**config.mk**
```make
export PLATFORM = sky130hd
export DESIGN_NAME = layer_scheduler
export DESIGN_NICKNAME = d
export VERILOG_FILES = /design/src/rtl/layer_scheduler.sv
export SDC_FILE = /design/constraint.sdc
export NUM_CORES = 1
export LEC_CHECK = 0
export ABC_AREA = 1
export CAP_MARGIN = 20
export CORE_ASPECT_RATIO = 1.75
export CORE_UTILIZATION = 49
export DETAILED_ROUTE_END_ITERATION = 10
export GPL_TIMING_DRIVEN = 0
export PLACE_DENSITY = 0.75
export SLEW_MARGIN = 20
export SYNTH_ARGS = -nofsm -noshare
export SYNTH_HDL_FRONTEND = slang
export SYNTH_SLANG_ARGS = --single-unit
```
**constraint.sdc**
```tcl
create_clock -name clk -period 2.2 [get_ports clk]
set_input_delay 0.33 -clock clk [delete_from_list [all_inputs] [get_ports clk]]
set_output_delay 0.33 -clock clk [all_outputs]
set_load 0.05 [all_outputs]
```
**src/rtl/layer_scheduler.sv**
```systemverilog
`timescale 1ns/1ps
// layer_scheduler
// Sequences NUM_LAYERS fully-connected layer engines one after another after
// a start pulse.  Each layer is reset (with its enable high), run until it
// reports done, then a dead cycle lets the shared ROM/MultAdder bus settle
// before the next layer is selected.  Each layer's RUN time is bounded by a
// watchdog.  Overflow flags are sampled at each layer's done and ORed.
//
// Ports
//   clk             system clock
//   iRst_n          synchronous active-low reset
//   start           single-cycle pulse, accepted only in IDLE
//   abort           level, cancels a run in RST_L/RUN/NEXT
//   layer_done      per-layer done, only the active index is examined
//   layer_overflow  per-layer overflow, only the active index is examined
//   layer_ena       one-hot-or-zero enable to the layers
//   layer_rst_n     per-layer active-low reset
//   sel             index of the layer owning the shared bus
//   busy            run in progress
//   done            sticky, last layer completed
//   overflow        sticky OR of overflow sampled at each layer's done
//   timeout         sticky, watchdog fired
//   err_layer       index of the layer that timed out
//
// state  | meaning
// IDLE   | waiting for start, all enables low
// RST_L  | active layer enabled and held in reset, watchdog cleared
// RUN    | active layer running, watchdog counting
// NEXT   | dead cycle with all enables low, then next layer or finish
// ERR    | watchdog expired, flag timeout and return to IDLE
module layer_scheduler #(
    parameter int unsigned NUM_LAYERS     = 3,
    parameter int unsigned TIMEOUT_CYCLES = 16'd60000
) (
    input  logic                  clk,
    input  logic                  iRst_n,
    input  logic                  start,
    input  logic                  abort,
    input  logic [NUM_LAYERS-1:0] layer_done,
    input  logic [NUM_LAYERS-1:0] layer_overflow,
    output logic [NUM_LAYERS-1:0] layer_ena,
    output logic [NUM_LAYERS-1:0] layer_rst_n,
    output logic [2:0]            sel,
    output logic                  busy,
    output logic                  done,
    output logic                  overflow,
    output logic                  timeout,
    output logic [2:0]            err_layer
);

    typedef enum logic [2:0] {
        S_IDLE,
        S_RST_L,
        S_RUN,
        S_NEXT,
        S_ERR
    } state_t;

    localparam logic [2:0]  LAST_IDX = 3'(NUM_LAYERS - 1);
    localparam logic [15:0] WD_LAST  = 16'(TIMEOUT_CYCLES - 1);

    state_t                state_q, state_d;
    logic [2:0]            idx_q, idx_d;
    logic [15:0]           wd_q, wd_d;
    logic [NUM_LAYERS-1:0] ena_q, ena_d;
    logic [NUM_LAYERS-1:0] rstn_q, rstn_d;
    logic [2:0]            sel_q, sel_d;
    logic                  busy_q, busy_d;
    logic                  done_q, done_d;
    logic                  ovf_q, ovf_d;
    logic                  tmo_q, tmo_d;
    logic [2:0]            err_q, err_d;

    // Widen to 8 bits so a 3-bit index never selects outside the vector.
    logic [7:0] done_ext, ovf_ext;
    logic       act_done, act_ovf;

    always_comb begin
        done_ext = 8'(layer_done);
        ovf_ext  = 8'(layer_overflow);
        act_done = done_ext[idx_q];
        act_ovf  = ovf_ext[idx_q];
    end

    always_comb begin
        state_d = state_q;
        idx_d   = idx_q;
        wd_d    = wd_q;
        busy_d  = busy_q;
        done_d  = done_q;
        ovf_d   = ovf_q;
        tmo_d   = tmo_q;
        err_d   = err_q;

        case (state_q)
            S_IDLE: begin
                if (start) begin
                    state_d = S_RST_L;
                    idx_d   = 3'd0;
                    busy_d  = 1'b1;
                    done_d  = 1'b0;
                    ovf_d   = 1'b0;
                    tmo_d   = 1'b0;
                    err_d   = 3'd0;
                end
            end
            S_RST_L: begin
                wd_d    = 16'd0;
                state_d = S_RUN;
            end
            S_RUN: begin
                wd_d = wd_q + 16'd1;
                // done is checked first so a layer finishing on the last
                // watchdog cycle still counts as a success
                if (act_done) begin
                    ovf_d   = ovf_q | act_ovf;
                    state_d = S_NEXT;
                end else if (wd_q == WD_LAST) begin
                    err_d   = idx_q;
                    state_d = S_ERR;
                end
            end
            S_NEXT: begin
                if (idx_q == LAST_IDX) begin
                    done_d  = 1'b1;
                    busy_d  = 1'b0;
                    state_d = S_IDLE;
                end else begin
                    idx_d   = idx_q + 3'd1;
                    state_d = S_RST_L;
                end
            end
            S_ERR: begin
                tmo_d   = 1'b1;
                busy_d  = 1'b0;
                state_d = S_IDLE;
            end
            default: state_d = S_IDLE;
        endcase

        // abort overrides any done/timeout decision made above
        if (abort && (state_q == S_RST_L || state_q == S_RUN || state_q == S_NEXT)) begin
            state_d = S_IDLE;
            busy_d  = 1'b0;
            done_d  = done_q;
            ovf_d   = ovf_q;
            tmo_d   = tmo_q;
            err_d   = err_q;
        end
    end

    // Outputs are registered decodes of the next state, so they line up
    // with the state they describe.
    always_comb begin
        ena_d  = '0;
        rstn_d = '1;
        for (int k = 0; k < int'(NUM_LAYERS); k++) begin
            if (idx_d == 3'(k)) begin
                ena_d[k]  = (state_d == S_RST_L) || (state_d == S_RUN);
                rstn_d[k] = (state_d != S_RST_L);
            end
        end
        sel_d = (state_d == S_RST_L) ? idx_d : sel_q;
    end

    always_ff @(posedge clk) begin
        if (!iRst_n) begin
            state_q <= S_IDLE;
            idx_q   <= 3'd0;
            wd_q    <= 16'd0;
            ena_q   <= '0;
            rstn_q  <= '1;
            sel_q   <= 3'd0;
            busy_q  <= 1'b0;
            done_q  <= 1'b0;
            ovf_q   <= 1'b0;
            tmo_q   <= 1'b0;
            err_q   <= 3'd0;
        end else begin
            state_q <= state_d;
            idx_q   <= idx_d;
            wd_q    <= wd_d;
            ena_q   <= ena_d;
            rstn_q  <= rstn_d;
            sel_q   <= sel_d;
            busy_q  <= busy_d;
            done_q  <= done_d;
            ovf_q   <= ovf_d;
            tmo_q   <= tmo_d;
            err_q   <= err_d;
        end
    end

    assign layer_ena   = ena_q;
    assign layer_rst_n = rstn_q;
    assign sel         = sel_q;
    assign busy        = busy_q;
    assign done        = done_q;
    assign overflow    = ovf_q;
    assign timeout     = tmo_q;
    assign err_layer   = err_q;

endmodule

```
; Yosys cells after proc, flatten, opt, wreduce, memory -nomap -nowiden
; Cells that the tools add are included.
[op_classes]
add_sub_neg = 2
multipliers = 0
div = 0
n_lt_le_gt_ge = 1
n_eq_ne = 16
n_shift = 0
mux = 27
bitwise = 3
n_reduce_logical = 20
[ops]
columns = op, count
row1 = $pmux W16 S2, 1
row2 = $mux W3, 9
row3 = $add A16 B1 Y16 const B, 1
row4 = $eq A16 B16 Y1 const B, 1
row5 = $eq A3 B2 Y1 const B, 5
row6 = $pmux W3 S2, 2
row7 = $pmux W3 S4, 1
row8 = $ne A2 B2 Y1 const B, 5
row9 = $eq A3 B1 Y1 const B, 3
row10 = $mux W1, 8
row11 = $reduce_and A4 Y1, 2
row12 = $reduce_bool A2 Y1, 4
row13 = $bmux W1 S3, 2
row14 = $logic_not A3 Y1, 2
row15 = $pmux W1 S2, 3
row16 = $reduce_and A2 Y1, 3
row17 = $reduce_and A3 Y1, 2
row18 = $reduce_and A5 Y1, 1
row19 = $lt A3 B4 Y1 const B, 1
row20 = $add A3 B1 Y3 const B, 1
row21 = $eq A3 B3 Y1 const B, 1
row22 = $logic_or A1 B1 Y1, 3
row23 = $ne A3 B1 Y1 const B, 1
row24 = $pmux W1 S3, 1
row25 = other kinds (5), 6
[totals]
regBits = 38
latchBits = 0
ram_bits = 0
rom_bits = 0
elab_cells = 84
n_memories = 0

; Logic depth before layout (Yosys ltp)
[logic_depth]
word_depth = 7
ltp_mapped = 12
ltp_nobuf = 12

; Least setup slack after synthesis
; Ideal clock, no wire load.
[synth_path]
kind = register to register
startpoint = register idx_q[0]
endpoint = register idx_q[2]
t_arrival_ns = 1.494
required_time_ns = 2.144
slack_ns = 0.650
path_stages_with_launch = 10
n_path_buf = 0
path_cell_list = dfxtp_1 inv_1 ha_1 inv_1 nor2_1 nor2_1 nand2_1 a21boi_4 or2_2 inv_1
[synth_between]
elab_chain_cells = 3
elab_cells_between_ends = 4
classes_between = add/sub (1) / eq/ne (1) / mux (2)
[synth_rtl]
columns = item, line
row1 = start: declaration, 63  ; logic [2:0] idx_q, idx_d;
row2 = start signal: assignment, 181  ; idx_q <= idx_d;
row3 = $add A3 B1 Y3 / $eq A3 B2 Y1 (equally long branches), "129, 124"
row4 = $mux W3 *, 124  ; if (idx_q == LAST_IDX) begin
row5 = $pmux W3 S2 *, 95  ; case (state_q)
; Mark *: on every way between the ends. The rest lies on a longest branch, timed or not.
; A chain may end at the register's enable or synchronous reset.

; Worst setup path after layout
[layout_path]
startpoint = register wd_q[0]
endpoint = register err_q[1] (netlist: err_layer[1])
[layout_between]
elab_chain_cells = 3
[layout_rtl]
columns = item, line
row1 = start: declaration, 64  ; logic [15:0] wd_q, wd_d;
row2 = start signal: assignment, 182  ; wd_q <= wd_d;
row3 = $eq A16 B16 Y1, 118  ; end else if (wd_q == WD_LAST) begin
row4 = $ne A2 B2 Y1 (no line), n/a
row5 = $reduce_and A5 Y1 (no line), n/a
row6 = end signal: assignment, 190  ; err_q <= err_d;
row7 = end: declaration, 72  ; logic [2:0] err_q, err_d;
; No other way between the ends.

==> run summary <==
outcome: complete, no violations
Crit path arrival time: 1.97 ns
worst r2r path cells: 12
htree depth: 2
DP Area: 0.00232 sq mm
CTS tree: done
Final Net Count: 345
crit path capture type: flip-flop
hold depth: 3
routability cong.: 0.897
I/O pin count: 26
max-slew violation count: 0
vias per cell: 5.23
met1 Use GR: 0.237
CTS Hold Bufs: 0
overall die width: 50.6 um
Mapped Cells: 301
Slew Limit Headroom: 0.664
Crit path largest cell delay: 0.40 ns
via count: 1994
Setup TNS Final: 0 ns
DRC: 0
Post-CTS Setup Repair Bufs: 0
Detail Route Antenna Nets: 0
Hold Crit Class: in2reg
number of global-route vias before repair: 1903
Starting Density: 0.518
Clock Sinks: 38
die area: 0.00440 sq mm
PwrDens: 825 mW/mm^2
Cells after DPL: 373
Final period util: 0.822
internal power: 1.23 mW
Setup crit start kind: flip-flop
synthesized cell area: 0.00202 sq mm
Reg2Reg Launch Point: wd_q[0]
Worst R2R End: err_layer[1]
grt peak-use layer: met2
CTS Buf Count: 5
Net Sw Frac: 0.384
CP Class: reg2reg
overall power: 1.99 mW
Final Hold Fails: 0
first-pass GRT wire length: 8060 um
crit path launch: wd_q[0]
Die H: 87.0 um
ratio of cells with drive above 1 in the final layout: 0.111
routing usage on met2: 0.468
Avg Cell Area, Syn: 6.72 sq um
remaining global-route overflow: 0
CTS clock-pin slew for the worst setup and hold paths: 0.08 ns
RSZ-0062 raised after global routing: no
GR Util All Layers: 0.243
std cell rows: 30
DR WL/cell: 12.3 um
Crit path top cell by count: nand2_1
total core area: 0.00390 sq mm
Post-Synthesis Net Count: 314
Leakage: 0.994 nW
Max clock buf depth: 2
net switching power: 0.765 mW
HPWL Detailed: 3670 um
Post-Layout Cell Count: 381
setup slack, reg-to-reg: 0.39 ns
final setup fails: 0
largest net degree at the start of global routing: 12
combinational share of power: 0.357
Max Clk Rate: 0.553 GHz
Synth warnings: 0
Resize count post-CTS: 0
Clock power frac: 0.248
fill count: 374
Critical Path End: err_layer[1]
Area Overhead vs Synth: 19.4%
Seq/Total Area, Yosys: 0.376
Flop pwr share: 0.395
fin crit period: 1.81 ns
Critical Path Slowest Stage Cell: dfxtp_1
Clock Skew: 0.00712 ns
M3 GR Usage: 0.0401
flops & latches, synth: 38
Yosys cell types: 31
number of antenna violations at the first check in global routing: 0
CTS root buf: clkbuf_8
DRT Pass-1 Iters: 4
Design Area, Final: 0.00241 sq mm
Worst-Skew Late Latency: 0.29 ns
Port Buffers: 24
antenna diode instance count: 0
First DRT Iteration DRCs: 51
max cap viols: 0
peak supply drop: 0.400 mV
crit-path cells: ha_1 > nand2_1 > nor2_1 > nand3_1 > nor2_1 > nand2_1 > nand2_2 > nand2_1 > nor2_1 > nand2_1 > nand2_1 > nor2_1
worst endpoint required time: 2.37 ns
Total Wirelength: 4690 um
CP max FO: 4
Worst-Margin Slew: 0.504 ns
[cell type report]
class	count	area (sq um)	share of cell area
timing repair buffer	24	240	0.0995
clock buffer	7	86.3	0.0358
buffer	7	33.8	0.0140
inverter	45	169	0.0700
clock inverter	1	5.00	0.00207
multi-input combinational	211	1060	0.439
tap	48	60.1	0.0249
sequential	38	761	0.315
[sequential cells by signal (all words and copies together), names as in the netlist]
signal	count
busy	1
done	1
wd_q	16
state_q	3
err_layer	3
layer_rst_n	3
overflow	1
layer_ena	3
idx_q	3
sel	3
timeout	1
[per-stage QoR]
stage	worst slack (ns)	hold slack, ns	utilization
after detailed placement	0.355	0.467	0.595
after CTS	0.373	0.468	0.618
final	0.392	0.461	0.618
after global routing	0.161	0.483	0.618
after floorplan	0.650	0.408	-
after global placement	0.362	0.449	0.595
[metal layers]
| layer | routed length (um) | vias up |
|---|---|---|
| li1 | - | 1023 |
| met2 | 2630 | 41 |
| met5 | 0 | - |
| met3 | 129 | 18 |
| met1 | 1750 | 912 |
| met4 | 182 | 0 |
[cell families (layout without fill, tap and decap cells)]
family,after synthesis,in the layout,synth area share
and+or+nand+nor,163,163,0.369
adders and majority gates,3,3,0.0186
DFF,38,38,0.376
xor gates and xnor gates,1,1,0.00433
AOI/OAI and AO/OA,44,44,0.132
buffers and inverters,52,84,0.100
[power by group through the flow]
stage          Sequential, mW  Combinational (mW)  Clock [mW]
2_1_floorplan           0.969               0.346           0
5_1_grt                 0.796               0.784       0.536
3_3_place_gp            0.800               0.705           0
6_report                0.787               0.710       0.494
3_5_place_dp            0.804               0.712           0
4_1_cts                 0.789               0.715       0.500
[critical path: cells and delay by family, from the launching register on]
kind	cells	cell delay (ns)
flops	1	0.40
fa+ha+maj	1	0.18
simple gates	11	1.12
[worst min path at each step]
stage / from / endpoint
after detailed placement: overflow / overflow
after global placement: overflow / overflow
final: iRst_n / wd_q[2]
after floorplan: abort / state_q[2]
after global routing: iRst_n / wd_q[14]
after CTS: iRst_n / wd_q[2]
[synthesized netlist by cell type (all sizes together)]
master	n	area (sq um)
ha	3	37.5
a21oi	18	90.1
or2	1	6.26
a22oi	2	15.0
dfxtp	38	761
clkinv	1	3.75
nor3	3	15.0
xor2	1	8.76
a221oi	2	17.5
nor2	42	185
a21boi	1	18.8
clkbuf	3	11.3
nand3	20	105
buf	4	22.5
o22ai	1	6.26
nand4	8	65.1
inv	44	165
nand2	87	357
nor4	2	12.5
o21ai	16	87.6
a211oi	3	22.5
a2bb2oi	1	8.76
[placed cells by master, fill, tap and decap left out, types with 4 or more instances in the layout]
cell type         n
a21oi_1          18
clkbuf_1          4
clkbuf_8          6
clkdlybuf4s50_1  24
dfxtp_1          38
inv_1            41
nand2_1          77
nand2_2           9
nand3_1          19
nand4_1           7
nor2_1           35
nor2_2            5
o21ai_0          14
No activity file was read; power rests on OpenSTA's default activity.
